**config.mk**
```make
export PLATFORM = sky130hd
export DESIGN_NAME = vga_timing
export DESIGN_NICKNAME = d
export VERILOG_FILES = /design/src/rtl/vga_pkg.sv /design/src/rtl/vga_axis_counter.sv /design/src/rtl/vga_timing.sv
export SDC_FILE = /design/constraint.sdc
export NUM_CORES = 1
export LEC_CHECK = 0
export ABC_CLOCK_PERIOD_IN_PS = 3500
export BUFFER_PORTS_ARGS = -buffer_cell sky130_fd_sc_hd__buf_2
export CAP_MARGIN = 40
export CORE_AREA = 2 2 56 58
export CTS_CLUSTER_DIAMETER = 100
export CTS_CLUSTER_SIZE = 30
export DETAILED_ROUTE_END_ITERATION = 8
export DIE_AREA = 0 0 58 60
export PLACE_DENSITY = 0.89
export SLEW_MARGIN = 20
export SYNTH_ARGS = -nofsm -noshare
export SYNTH_HDL_FRONTEND = slang
export SYNTH_SLANG_ARGS = --single-unit
```
**constraint.sdc**
```tcl
create_clock -name i_clk -period 3.5 [get_ports i_clk]
set_clock_uncertainty 0.1 [all_clocks]
set_input_delay 1.05 -clock i_clk [delete_from_list [all_inputs] [get_ports i_clk]]
set_output_delay 1.05 -clock i_clk [all_outputs]
set_load 0.05 [all_outputs]
```
**src/rtl/vga_pkg.sv**
```systemverilog
// Shared VGA timing constants, total-period derivation and the registered output bundle.
package vga_pkg;
  localparam int H_ACTIVE_D = 480;
  localparam int H_FP_D     = 8;
  localparam int H_SYNC_D   = 4;
  localparam int H_BP_D     = 43;
  localparam int V_ACTIVE_D = 272;
  localparam int V_FP_D     = 8;
  localparam int V_SYNC_D   = 4;
  localparam int V_BP_D     = 12;

  localparam int COORD_W    = 9;
  localparam int CNT_W      = 10;
  localparam int MAX_ACTIVE = 512;

  function automatic int axis_total(input int act, input int fp, input int sync, input int bp);
    return act + fp + sync + bp;
  endfunction

  localparam int H_TOTAL_D = axis_total(H_ACTIVE_D, H_FP_D, H_SYNC_D, H_BP_D);
  localparam int V_TOTAL_D = axis_total(V_ACTIVE_D, V_FP_D, V_SYNC_D, V_BP_D);

  typedef struct packed {
    logic [COORD_W-1:0] x;
    logic [COORD_W-1:0] y;
    logic               de;
    logic               hsync;
    logic               vsync;
    logic               frame;
  } vga_out_t;
endpackage

```
**src/rtl/vga_axis_counter.sv**
```systemverilog
// Wrapping counter 0..limit; wrap flags the enabled step that returns to zero.
module vga_axis_counter import vga_pkg::*; #(
  parameter int W = CNT_W
) (
  input  logic         i_clk,
  input  logic         i_rst,
  input  logic         en,
  input  logic [W-1:0] limit,
  output logic [W-1:0] count,
  output logic         wrap
);
  assign wrap = en && (count == limit);

  always_ff @(posedge i_clk) begin
    if (i_rst)   count <= '0;
    else if (en) count <= wrap ? '0 : count + 1'b1;
  end
endmodule

```
**src/rtl/vga_timing.sv**
```systemverilog
// VGA raster timing: h/v position counters and a one-stage registered decode of all outputs.
module vga_timing import vga_pkg::*; #(
  parameter int H_ACTIVE = H_ACTIVE_D,
  parameter int H_FP     = H_FP_D,
  parameter int H_SYNC   = H_SYNC_D,
  parameter int H_BP     = H_BP_D,
  parameter int V_ACTIVE = V_ACTIVE_D,
  parameter int V_FP     = V_FP_D,
  parameter int V_SYNC   = V_SYNC_D,
  parameter int V_BP     = V_BP_D,
  parameter bit SYNC_POL = 1'b0
) (
  input  logic               i_clk,
  input  logic               i_rst,
  output logic [COORD_W-1:0] o_x,
  output logic [COORD_W-1:0] o_y,
  output logic               o_de,
  output logic               o_hsync,
  output logic               o_vsync,
  output logic               o_frame
);
  localparam int H_TOTAL = axis_total(H_ACTIVE, H_FP, H_SYNC, H_BP);
  localparam int V_TOTAL = axis_total(V_ACTIVE, V_FP, V_SYNC, V_BP);

  if (H_ACTIVE > MAX_ACTIVE || V_ACTIVE > MAX_ACTIVE) begin : g_bad_active
    $error("vga_timing: active area exceeds 9-bit coordinate range");
  end
  if (H_TOTAL > (1 << CNT_W) || V_TOTAL > (1 << CNT_W)) begin : g_bad_total
    $error("vga_timing: total period exceeds position counter range");
  end

  localparam logic [CNT_W-1:0] H_LIM = CNT_W'(H_TOTAL - 1);
  localparam logic [CNT_W-1:0] V_LIM = CNT_W'(V_TOTAL - 1);
  localparam logic [CNT_W-1:0] H_ACT = CNT_W'(H_ACTIVE);
  localparam logic [CNT_W-1:0] V_ACT = CNT_W'(V_ACTIVE);
  localparam logic [CNT_W-1:0] H_SS  = CNT_W'(H_ACTIVE + H_FP);
  localparam logic [CNT_W-1:0] H_SE  = CNT_W'(H_ACTIVE + H_FP + H_SYNC);
  localparam logic [CNT_W-1:0] V_SS  = CNT_W'(V_ACTIVE + V_FP);
  localparam logic [CNT_W-1:0] V_SE  = CNT_W'(V_ACTIVE + V_FP + V_SYNC);

  logic [CNT_W-1:0] hc, vc;
  logic             h_wrap, unused_v_wrap;
  vga_out_t         nxt, out_q;

  vga_axis_counter #(.W(CNT_W)) u_hcnt (
    .i_clk (i_clk), .i_rst (i_rst), .en (1'b1), .limit (H_LIM),
    .count (hc), .wrap (h_wrap)
  );

  // vc steps only on the line wrap, so a double wrap lands on (0,0) in one clock.
  vga_axis_counter #(.W(CNT_W)) u_vcnt (
    .i_clk (i_clk), .i_rst (i_rst), .en (h_wrap), .limit (V_LIM),
    .count (vc), .wrap (unused_v_wrap)
  );

  always_comb begin
    nxt       = '0;
    nxt.de    = (hc < H_ACT) && (vc < V_ACT);
    if (nxt.de) begin
      nxt.x = hc[COORD_W-1:0];
      nxt.y = vc[COORD_W-1:0];
    end
    nxt.hsync = ((hc >= H_SS) && (hc < H_SE)) ? SYNC_POL : ~SYNC_POL;
    nxt.vsync = ((vc >= V_SS) && (vc < V_SE)) ? SYNC_POL : ~SYNC_POL;
    nxt.frame = (hc == '0) && (vc == V_ACT);
  end

  always_ff @(posedge i_clk) begin
    if (i_rst) out_q <= '{x: '0, y: '0, de: 1'b0, hsync: ~SYNC_POL, vsync: ~SYNC_POL, frame: 1'b0};
    else       out_q <= nxt;
  end

  assign o_x     = out_q.x;
  assign o_y     = out_q.y;
  assign o_de    = out_q.de;
  assign o_hsync = out_q.hsync;
  assign o_vsync = out_q.vsync;
  assign o_frame = out_q.frame;
endmodule
```
* Word level (Yosys, flattened, before mapping)
Cells that the tools add are included.
** Storage, ports and cells
- Bits in registers :: 42
- Input bits :: 2
- Logic and storage cells :: 31
** Cells by class
- $add $sub $neg :: 2
- $lt $le $gt $ge :: 6
- Eq/ne operators :: 3
- Mux-type cells :: 3
- Bitwise gates (word level) :: 1
- Reductions and logical operators :: 8
** Operator list (number)
- 10-bit by 9-bit < comparator with 1-bit output (second input constant) :: 4
- 10-bit by 1-bit adder with 10-bit output (second input constant) :: 2
- 10-bit by 9-bit equality test with 1-bit output (second input constant) :: 2
- 10-bit by 9-bit >= comparator with 1-bit output (second input constant) :: 2
- 10-bit equality test (second input constant) :: 1
- 10-bit zero test :: 1
- 10-bit two-way mux :: 1
- 1-bit logical AND :: 5
- 2-bit OR reduction :: 2
- 1-bit two-way mux :: 2
- 1-bit NOT :: 1

* Logic depth before layout (Yosys ltp)
- Depth in word-level cells :: 4
- Depth in mapped cells :: 7
- Gate-level depth less buffers :: 6

* By module
A second synthesis with hierarchy kept.
** Second synthesis, totals
- Cell total of the unflattened synthesis :: 198
- Area, all modules :: 1918.1 um^2
** Modules (own cells, without submodules)
- vga_axis_counter :: times used 2, cells an instance 66, area an instance 598.1 um^2, seq. area each 200.2 um^2
- vga_timing :: times used 1, cells an instance 66, area an instance 721.9 um^2, seq. area each 440.4 um^2

* Worst setup path after synthesis
OpenSTA, ideal clock, no wires.
- Path type :: input to register
- From :: input i_rst
- To :: register out_q, in the netlist o_x[3]
- Arrival :: 1855 ps
- Required time :: 3343 ps
- Path slack :: 1487 ps
- Stages :: 4
- Buffers on the path :: 2
- Path through :: buf_2 nor4_4 buf_2 and2_2
** On the way
- Word-level cells in the longest chain between the ends :: 1
** RTL lines
- from (decl) :: line vga_timing.sv:14 : input logic i_rst,
- 2-bit OR reduction (no source line)
- to (signal assigned) :: line vga_timing.sv:69 : if (i_rst) out_q <= '{x: '0, y: '0, de: 1'b0, hsync: ~SYNC_POL, vsync: ~SYNC_POL, frame: 1'b0};
- to (signal assigned) :: line vga_timing.sv:70 : else out_q <= nxt;
- to (decl) :: line vga_timing.sv:43 : vga_out_t nxt, out_q;
No other way between the ends.
A chain may end at the register's enable or synchronous reset.

* Worst setup path after layout
- From :: register out_q, in the netlist o_vsync
- To :: output o_vsync
** RTL lines
- to (decl) :: line vga_timing.sv:19 : output logic o_vsync,
No word-level cell between the ends.

==> metrics.md <==
| Metric | Value |
|---|---|
| Cell Pwr Density | `405.9 mW/mm^2` |
| Routed Antenna Nets | `0` |
| Critical path buffers and inverters | `1` |
| FF-to-FF End | `u_vcnt.count[6]` |
| Cells on worst reg2reg path | `4` |
| Required time of the worst setup path | `2350 ps` |
| Synthesized area | `0.001638 sq mm` |
| Hold Fails Final Rpt | `0` |
| Worst hold stages | `1` |
| Sequential share of the synthesized area | `51.34%` |
| DRC Markers | `0` |
| EDFF count, synth | `0` |
| Total GRT Usage | `16.69%` |
| Hold_buf cts | `0` |
| Vias in the first global route | `1013` |
| # rows | `20` |
| Slowest cell on crit path | `dfxtp_1` |
| Number of setup buffers added after CTS | `0` |
| DIE WIDTH | `58 microns` |
| Clock Sink Count | `42` |
| N_diodes | `0` |
| Total CTS buffers | `5` |
| Layout cells sized above 1 | `18.04%` |
| Max frequency | `0.4842 GHz` |
| DRT Wirelength | `2.602 mm` |
| Post-synth top cells | `42 x dfxtp_1, 21 x nor2_1, 18 x and2_1` |
| Port buffer count | `23` |
| Slew Viols, Final | `0` |
| Clk_lat worst skew | `340 ps` |
| Count leader, synth | `dfxtp_1` |
| Largest stage delay, worst path | `330 ps` |
| Io pins | `24` |
| Peak VDD IR | `0.3517 mV` |
| Largest net degree at the start of global routing | `20` |
| Setup crit start | `o_vsync` |
| Post-DP HPWL | `1.946 mm` |
| Post-synthesis mux area share | `0%` |
| Arr. time, crit path | `920 ps` |
| Max-slew headroom | `55.77%` |
| # fillers | `244` |
| Max Cap Viol | `0` |
| Crit Path Max Fanout | `1` |
| Post-Synth XOR/XNOR Area | `6.952%` |
| Hold Path Class | `reg -> reg` |
| Drt first pass iters | `4` |
| Chip Height | `60 microns` |
| Synthesized instance count | `171` |
| Synth area leaders | `dfxtp_1 51%, and2_1 6.9%, nor2_1 4.8%` |
| Final net count | `201` |
| CTS tree | `yes` |
| Core ar. | `0.002903 sq mm` |
| Initial antenna violation count | `0` |
| Final hold slack | `405.3 ps` |
| Via count | `1228` |
| Final worst-path cycle share | `59.00%` |
| Placed cell areas | `0.001754 sq mm` |
| Unrepaired setup endpoints after global routing | `no` |
| Synth cell types | `30` |
| Cell accounting for the most synthesized area | `dfxtp_1` |
| Setup_tns | `0 ps` |
| Hold Path Sink | `o_vsync` |
| Post-synth top area share | `51.34%` |
| Fin cells | `227` |
| Clk slew on worst S/H paths | `110 ps` |
| Average size of a mapped cell | `9.578 sq um` |
| Cell breakdown of the critical path | `buf_2` |
| Compound-Gate Fraction of Synth Area | `3.438%` |
| CP top delay family | `flip-flops` |
| Area delta synth->final | `10.01%` |
| DR iter-0 viols | `24` |
| Main combinational cell family by area after synthesis | `simple AND/OR/NAND/NOR gates` |
| Post-CTS Resized | `0` |
| Reg2reg setup slack | `1550 ps` |
| Syn Nets | `178` |
| Placed Cells incl. Taps | `220` |
| Outcome | `finished, final reports clean` |
| Post-layout min period | `2065 ps` |
| First-pass GRT wire length | `4.409 mm` |
| Reg2Reg Launch Point | `u_vcnt.count[6]` |
| Clock root cell | `clkbuf_4` |
| Worst slew pin tran | `658.5 ps` |
| Vias/cell | `5.410` |
| H-Tree Depth | `2` |
| Synth Area in Simple Gates | `30.63%` |
| Drt wl/cell | `11.46 microns` |
| Gpl congestion | `0.8749` |
| Synthesis-stage register bit count | `42` |
| Setup violations, final | `0` |
| Total gr overflow | `0` |
| Clk buf depth | `2` |
| Crit path launch type | `flop` |
| Worst Hold Launch | `u_vcnt.count[3]` |
| Die Area | `0.003480 sq mm` |
| Main flop type after synthesis | `dfxtp_1` |
| Worst setup path class | `reg -> out` |
| Leak Pwr | `0.7425 nW` |
| Initial core utilization | `56.42%` |
| Adder-cell area share of the yosys netlist | `3.820%` |
| Setup crit end kind | `output port` |
| Ys Warns | `0` |
| Synth async-reset ratio | `0%` |
| Finished Cell Area | `0.001802 sq mm` |
[routing by layer]
metal  GRT usage [%]  part of all wire [%]  wire length (microns)
met1           22.06                    45                   1179
met4           7.641                   1.5                     39
met2           25.32                    46                   1194
met5               0                     0                      0
met3           4.762                   7.2                    188
[registers in the layout, summed over array words and instances (netlist names)]
| register | count |
|---|---|
| u_vcnt.count | 10 |
| o_vsync | 1 |
| o_frame | 1 |
| o_de | 1 |
| o_x | 9 |
| o_y | 9 |
| o_hsync | 1 |
| u_hcnt.count | 10 |
[final cells by class]
class	instances	area (sq um)	area share [%]
clock buffer	5	37.54	2.083
clock inverter	2	10.01	0.5556
inverter	6	22.52	1.250
multi-input combinational	116	734.5	40.76
sequential	42	840.8	46.67
tap	33	41.29	2.292
timing repair buffer	23	115.1	6.389
[worst max-delay path by stage]
stage	end	slack, ps	cells after the start
detailed placement	o_x[3]	1270	3
global route	o_x[6]	1390	1
finish	o_vsync	1430	1
CTS	o_vsync	1430	1
global placement	o_x[3]	1300	3
floorplan	o_x[3]	1490	4
[report_power, final]
group / leakage, nW / internal (mW) / switching [mW]
Clock: 0.0308 / 0.0723 / 0.140
Sequential: 0.340 / 0.483 / 0.00548
Combinational: 0.372 / 0.00935 / 0.0216
Total: 0.742 / 0.565 / 0.167
[cell usage in the layout (no fill, tap or decap)]
| master | count |
|---|---|
| clkinv_2 | 2 |
| nand4b_1 | 1 |
| a21oi_1 | 5 |
| or2_2 | 1 |
| and4_1 | 1 |
| nand3_1 | 11 |
| o41ai_1 | 1 |
| or4bb_1 | 1 |
| and2_2 | 1 |
| nor2_1 | 21 |
| ha_1 | 5 |
| nand2b_1 | 1 |
| or4_4 | 1 |
| and4bb_2 | 1 |
| and3_1 | 2 |
| xnor2_1 | 6 |
| or3_1 | 4 |
| o21bai_1 | 1 |
| and2_1 | 18 |
| inv_1 | 6 |
| dfxtp_1 | 42 |
| o21ai_0 | 3 |
| nand4_1 | 8 |
| clkbuf_4 | 5 |
| nor3_1 | 6 |
| xor2_1 | 7 |
| nand2_1 | 7 |
| nor4_4 | 1 |
| buf_2 | 23 |
| nor4b_1 | 2 |
[cell families after synthesis]
group / after synthesis
XOR/XNOR: 13
AND/OR/NAND/NOR: 88
flip-flops: 42
buffers and inverters: 13
AO/OA/AOI/OAI: 10
adder cells (fa/ha/maj): 5
[through the flow]
stage	total power [mW]	utilization (%)	setup WS (ps)
2_1_floorplan	0.5246	-	1487
3_3_place_gp	0.5300	60.43	1299
3_5_place_dp	0.5311	60.43	1273
4_1_cts	0.7339	62.07	1431
5_1_grt	0.7562	62.07	1386
6_report	0.7313	62.07	1435
(Power assumes the default switching activity.)
